==> src/rtl/pwm_pkg.sv <==
`default_nettype none
// ============================================================================
// Package     : pwm_pkg
// Description : Shared state encoding and default width for the PWM channels.
// Revision    : 1.0 - initial release
// ============================================================================
package pwm_pkg;

    localparam int PWM_DEFAULT_WIDTH = 32;

    typedef enum logic [1:0] {
        IDLE  = 2'd0,
        RUN   = 2'd1,
        DRAIN = 2'd2
    } pwm_state_e;

endpackage : pwm_pkg
`default_nettype wire

==> src/rtl/pwm_channel_gen.sv <==
`default_nettype none
// ============================================================================
// Module      : pwm_channel_gen
// Description : Single-channel servo PWM generator with boundary-shadowed
//               duty/period and a drain-to-boundary disable.
// Revision    : 1.0 - initial release
// ============================================================================
module pwm_channel_gen
    import pwm_pkg::*;
#(
    parameter int WIDTH = PWM_DEFAULT_WIDTH
) (
    input  logic             clk,
    input  logic             reset,
    input  logic             enable,
    input  logic [WIDTH-1:0] d,
    input  logic [WIDTH-1:0] t,
    output logic             pwm,
    output logic             period_end,
    output logic             active
);

    localparam logic [WIDTH-1:0] c_one = WIDTH'(1);

    pwm_state_e       r_state;
    pwm_state_e       w_state_nxt;
    logic [WIDTH-1:0] r_cnt;
    logic [WIDTH-1:0] r_d_s;
    logic [WIDTH-1:0] r_t_s;
    logic             r_pwm;
    logic             r_period_end;
    logic             r_active;

    logic [WIDTH-1:0] w_cnt_nxt;
    logic [WIDTH-1:0] w_d_nxt;
    logic [WIDTH-1:0] w_t_nxt;
    logic             w_pwm_nxt;
    logic             w_pe_nxt;
    logic             w_active_nxt;

    logic [WIDTH-1:0] w_tlast;
    logic [WIDTH-1:0] w_cnt_inc;
    logic             w_at_end;
    logic             w_new_short;

    // A zero period behaves as a one-cycle period, so the last count is 0.
    assign w_tlast     = (r_t_s == '0) ? '0 : (r_t_s - c_one);
    assign w_cnt_inc   = r_cnt + c_one;
    assign w_at_end    = (r_cnt == w_tlast);
    assign w_new_short = (t <= c_one);

    always_ff @(posedge clk) begin
        if (reset) begin
            r_state <= IDLE;
        end else begin
            r_state <= w_state_nxt;
        end
    end

    always_comb begin
        w_state_nxt = r_state;
        w_cnt_nxt   = r_cnt;
        w_d_nxt     = r_d_s;
        w_t_nxt     = r_t_s;
        w_pwm_nxt   = 1'b0;
        w_pe_nxt    = 1'b0;

        case (r_state)
            IDLE: begin
                w_cnt_nxt = '0;
                if (enable) begin
                    w_state_nxt = RUN;
                    w_d_nxt     = d;
                    w_t_nxt     = t;
                    w_pwm_nxt   = (d != '0);
                    w_pe_nxt    = w_new_short;
                end
            end
            RUN, DRAIN: begin
                if (w_at_end) begin
                    w_cnt_nxt = '0;
                    if (enable) begin
                        // Enable at the boundary reloads even out of DRAIN.
                        w_state_nxt = RUN;
                        w_d_nxt     = d;
                        w_t_nxt     = t;
                        w_pwm_nxt   = (d != '0);
                        w_pe_nxt    = w_new_short;
                    end else begin
                        w_state_nxt = IDLE;
                    end
                end else begin
                    w_state_nxt = enable ? RUN : DRAIN;
                    w_cnt_nxt   = w_cnt_inc;
                    w_pwm_nxt   = (w_cnt_inc < r_d_s);
                    w_pe_nxt    = (w_cnt_inc == w_tlast);
                end
            end
            default: begin
                w_state_nxt = IDLE;
                w_cnt_nxt   = '0;
            end
        endcase

        w_active_nxt = (w_state_nxt != IDLE);
    end

    always_ff @(posedge clk) begin
        if (reset) begin
            r_cnt        <= '0;
            r_d_s        <= '0;
            r_t_s        <= '0;
            r_pwm        <= 1'b0;
            r_period_end <= 1'b0;
            r_active     <= 1'b0;
        end else begin
            r_cnt        <= w_cnt_nxt;
            r_d_s        <= w_d_nxt;
            r_t_s        <= w_t_nxt;
            r_pwm        <= w_pwm_nxt;
            r_period_end <= w_pe_nxt;
            r_active     <= w_active_nxt;
        end
    end

    assign pwm        = r_pwm;
    assign period_end = r_period_end;
    assign active     = r_active;

endmodule : pwm_channel_gen
`default_nettype wire

==> config.mk <==
export PLATFORM = sky130hd
export DESIGN_NAME = pwm_channel_gen
export DESIGN_NICKNAME = d
export VERILOG_FILES = /design/src/rtl/pwm_pkg.sv /design/src/rtl/pwm_channel_gen.sv
export SDC_FILE = /design/constraint.sdc
export NUM_CORES = 1
export LEC_CHECK = 0
export BUFFER_PORTS_ARGS = -buffer_cell sky130_fd_sc_hd__buf_2
export CAP_MARGIN = 20
export CORE_ASPECT_RATIO = 1.4
export CORE_MARGIN = 2
export CORE_UTILIZATION = 45
export DETAILED_ROUTE_END_ITERATION = 6
export PLACE_DENSITY_LB_ADDON = 0.08
export SLEW_MARGIN = 20
export SYNTH_ARGS = -nofsm -noshare
export SYNTH_HDL_FRONTEND = slang
export SYNTH_SLANG_ARGS = --single-unit
==> constraint.sdc <==
create_clock -name clk -period 5.3 [get_ports clk]
set_input_delay 0.265 -clock clk [delete_from_list [all_inputs] [get_ports clk]]
set_output_delay 0.265 -clock clk [all_outputs]
set_load 0.05 [all_outputs]
==> summary.md <==
| Metric | Value |
|---|---|
| Post-Route WL | 21.6 mm |
| Worst Hold Slack | 155 ps |
| Register clock-pin slew on the reported worst setup and hold paths | 70 ps |
| Vias in the first global route | 6379 |
| Endpoints failing setup | 0 |
| 1st-iter DRT viols | 340 |
| Hold Fails Final Rpt | 0 |
| Run status | complete, no violations |
| Worst vdd ir | 0.167 mV |
| Remaining DRCs | 0 |
| Mapped Cells | 911 |
| Fmax | 218 MHz |
| Fill count | 1627 |
| Fin util | 50.1% |
| Power Density | 306 nW/µm² |
| #FFs+latches synth | 101 |
| Detail Placement HPWL | 17.1 mm |
| First-pass GRT wire length | 34.6 mm |
| Routability Congestion | 0.965 |
| Initial antenna violation count | 0 |
| Via count | 6768 |
| CTS tree | built |
| Lkg Pwr | 0.00324 µW |
| Unrepaired setup endpoints after global routing | false |
| Area of the mapped netlist | 7410 µm² |
| Total Neg Setup Slack | 0 ps |
| Startpoint Class | flop |
| Ys flop type | dfxtp_1 |
| Root buffer cell | clkbuf_16 |
| Die width | 112 µm |
| Worst-Margin Slew | 747 ps |
| Endpoint class of the critical path | flop |
| Drt wl/cell | 18.7 µm |
| Max H-tree Level | 3 |
| Slew margin rel. | 49.8% |
| Number of I/O pins | 70 |
| Final period utilization | 86.6% |
| Worst R2R Setup Slack | 710 ps |
| Later-pin clock latency in the skew report | 360 ps |
| Die H | 156 µm |
| Setup WS pre-CTS | 792 ps |
| Layout area overhead | 9.30% |
| RR Endpoint | r_d_s[1] |
| Number of flops mapped to enable cells by yosys | 0 |
| Die area | 17500 µm² |
| Antenna Nets Post-Route | 0 |
| Unique masters post-synth | 73 |
| IO Port Bufs | 69 |
| CTS Sinks | 101 |
| CTS Buf Count | 9 |
| Sw Share | 37.6% |
| Largest net degree at the start of global routing | 68 |
| Fin cells | 1156 |
| Logic gate share of total power | 37.8% |
| Site Rows | 55 |
| Setup CP Type | reg -> reg |
| Placed cell count | 1141 |
| Grt ovf | 0 |
| Drt via density | 5.85 |
| Warnings, synthesis | 0 |
| Fin crit period | 4590 ps |
| Critical Path Fanout Max | 32 |
| CTS max path bufs | 2 |
| FF+latch area | 2020 µm² |
| Area of the multi-input gates | 4860 µm² |
| Syn Area/Cell | 8.13 µm² |
| DRT Pass-1 Iters | 5 |
| Synth async-reset ratio | 0% |
| Post-Route Skew | 14.4 ps |
| Seq/Total Area, Yosys | 27.3% |
| Synthesized Nets | 1013 |
| R2R Path Start | r_t_s[0] |
| Internal power component | 1550 µW |
| Max_cap viols | 0 |
| PostCTS Resize Cnt | 0 |
| Min-Delay Startpoint | t[18] |
| P_sw | 933 µW |
| Initial core utilization | 45.8% |
| Diode count | 0 |
| Setup Fix Bufs, Post-CTS | 0 |
| Share of layout cells above drive strength 1 | 12.1% |
| Post-route setup slack | 712 ps |
| WP data arrival | 4800 ps |
| Part of the power in registers | 35.5% |
| Hold WC Path Type | in -> reg |
| End of the worst hold path | r_t_s[18] |
| Hold Crit Depth | 3 |
| GRT Total Usage | 25.2% |
| Total Nets Final | 1055 |
| CP required | 5510 ps |
| Cts hold-fix bufs | 0 |
| Clk pwr share | 26.8% |
| Core area | 16200 µm² |
| Slew Limit Fails | 0 |
| Worst Reg-to-Reg Cells | 13 |
[per-stage QoR]
stage	area, µm²	power (µW)
2_1_floorplan	7410	1590
3_3_place_gp	7810	1820
3_5_place_dp	7810	1820
4_1_cts	8100	2490
5_1_grt	8100	2640
6_report	8100	2480
[worst max path at each step]
stage,cells past startpoint,from,slack [ps],to
floorplan,16,r_t_s[0],1340,r_d_s[0]
global placement,13,r_t_s[0],850,r_t_s[26]
detailed placement,13,r_t_s[0],790,r_d_s[1]
CTS,13,r_t_s[0],750,r_d_s[1]
global route,13,r_t_s[0],410,r_t_s[10]
finish,13,r_t_s[0],710,r_d_s[1]
[layout by cell type, fill, tap and decap left out, drive strengths merged, types with 4 or more instances in the layout]
cell type  count
a2111oi        4
a21o          13
a21oi         26
a31oi          6
a32oi          5
and3           6
and4           4
buf           81
clkbuf        10
dfxtp        101
ha            35
inv           60
mux2i         67
nand2         27
nand2b         4
nand3         26
nand3b         6
nand4         34
nand4b         6
nor2         136
nor2b         18
nor3          38
nor3b          5
nor4          37
nor4b          4
o21ai         21
o22ai          6
o311ai         5
o31ai          7
o32ai          7
or2            5
or3            9
or4           11
xnor2         52
xor2          33
[cell type report]
type | count | share of cell area, %
repair buffers | 81 | 5.68
inverters | 58 | 2.69
flip-flops and latches | 101 | 25.0
clock buffers | 10 | 2.83
well taps | 199 | 3.07
multi-input cells | 702 | 60.1
clock inverters | 5 | 0.711
[per-layer routing]
metal  up-vias  part of all wire [%]  GRT usage, %
met5         -                     0             0
li1       3364                     -             -
met1      3160                    44          31.3
met2       195                    48          43.1
met3        49                   4.2          3.46
met4         0                   4.0          11.6
[registers in the layout, summed over array words and instances (netlist names)]
signal and cells:
active 1, pwm 1, r_t_s 32, r_state 2, r_cnt 32, period_end 1, r_d_s 32
[Yosys cell counts (5+ instances only)]
cell	instances	share of area, %
buf_2	17	1.1
o22ai_1	6	0.51
clkbuf_1	25	1.3
dfxtp_1	101	27
nor2_1	136	6.9
a32oi_1	5	0.59
a21o_1	13	1.3
or3_1	8	0.68
nor3_1	34	2.3
nand2_1	27	1.4
nor3b_1	5	0.51
xnor2_1	52	6.1
a31oi_1	6	0.51
nor4_1	32	2.7
nand4b_1	6	0.71
buf_12	6	1.6
and3_1	6	0.51
nand3b_1	5	0.51
o31ai_1	6	0.61
o311ai_0	5	0.59
ha_1	35	5.9
o32ai_1	7	0.83
a21oi_1	26	1.8
mux2i_1	67	9.0
xor2_1	33	3.9
inv_1	58	2.9
nand3_1	25	1.7
or4_1	10	1.0
o21ai_0	20	1.4
nor2b_1	18	1.5
nand4_1	33	2.8
[logic make-up (layout without fill, tap and decap cells)]
| group | Yosys count | after routing | synth area share (%) |
|---|---|---|---|
| xor+xnor | 85 | 85 | 10.0 |
| flops | 101 | 101 | 27.3 |
| mux | 69 | 69 | 9.35 |
| buf+inv | 108 | 154 | 7.28 |
| simple gates | 382 | 382 | 27.8 |
| fa+ha+maj | 35 | 35 | 5.91 |
| compound gates | 131 | 131 | 12.3 |
[power by group through the flow]
stage / clock network (µW) / registers [µW] / logic [µW]
after floorplan: 0 / 865 / 723
after global placement: 0 / 894 / 929
after detailed placement: 0 / 895 / 926
after CTS: 681 / 878 / 935
after global routing: 716 / 887 / 1030
final: 665 / 879 / 936
[worst max-delay path, stage by stage (launching register included)]
cell	delay [ps]
dfxtp_1	420
inv_1	130
ha_1	260
nor4b_1	370
nand2_1	280
or4_1	690
nor2_1	190
nor3_1	60
or4_1	520
or4_4	570
o31ai_4	350
buf_12	280
mux2i_1	210
nor2_1	70
No activity file was read; power rests on OpenSTA's default activity.
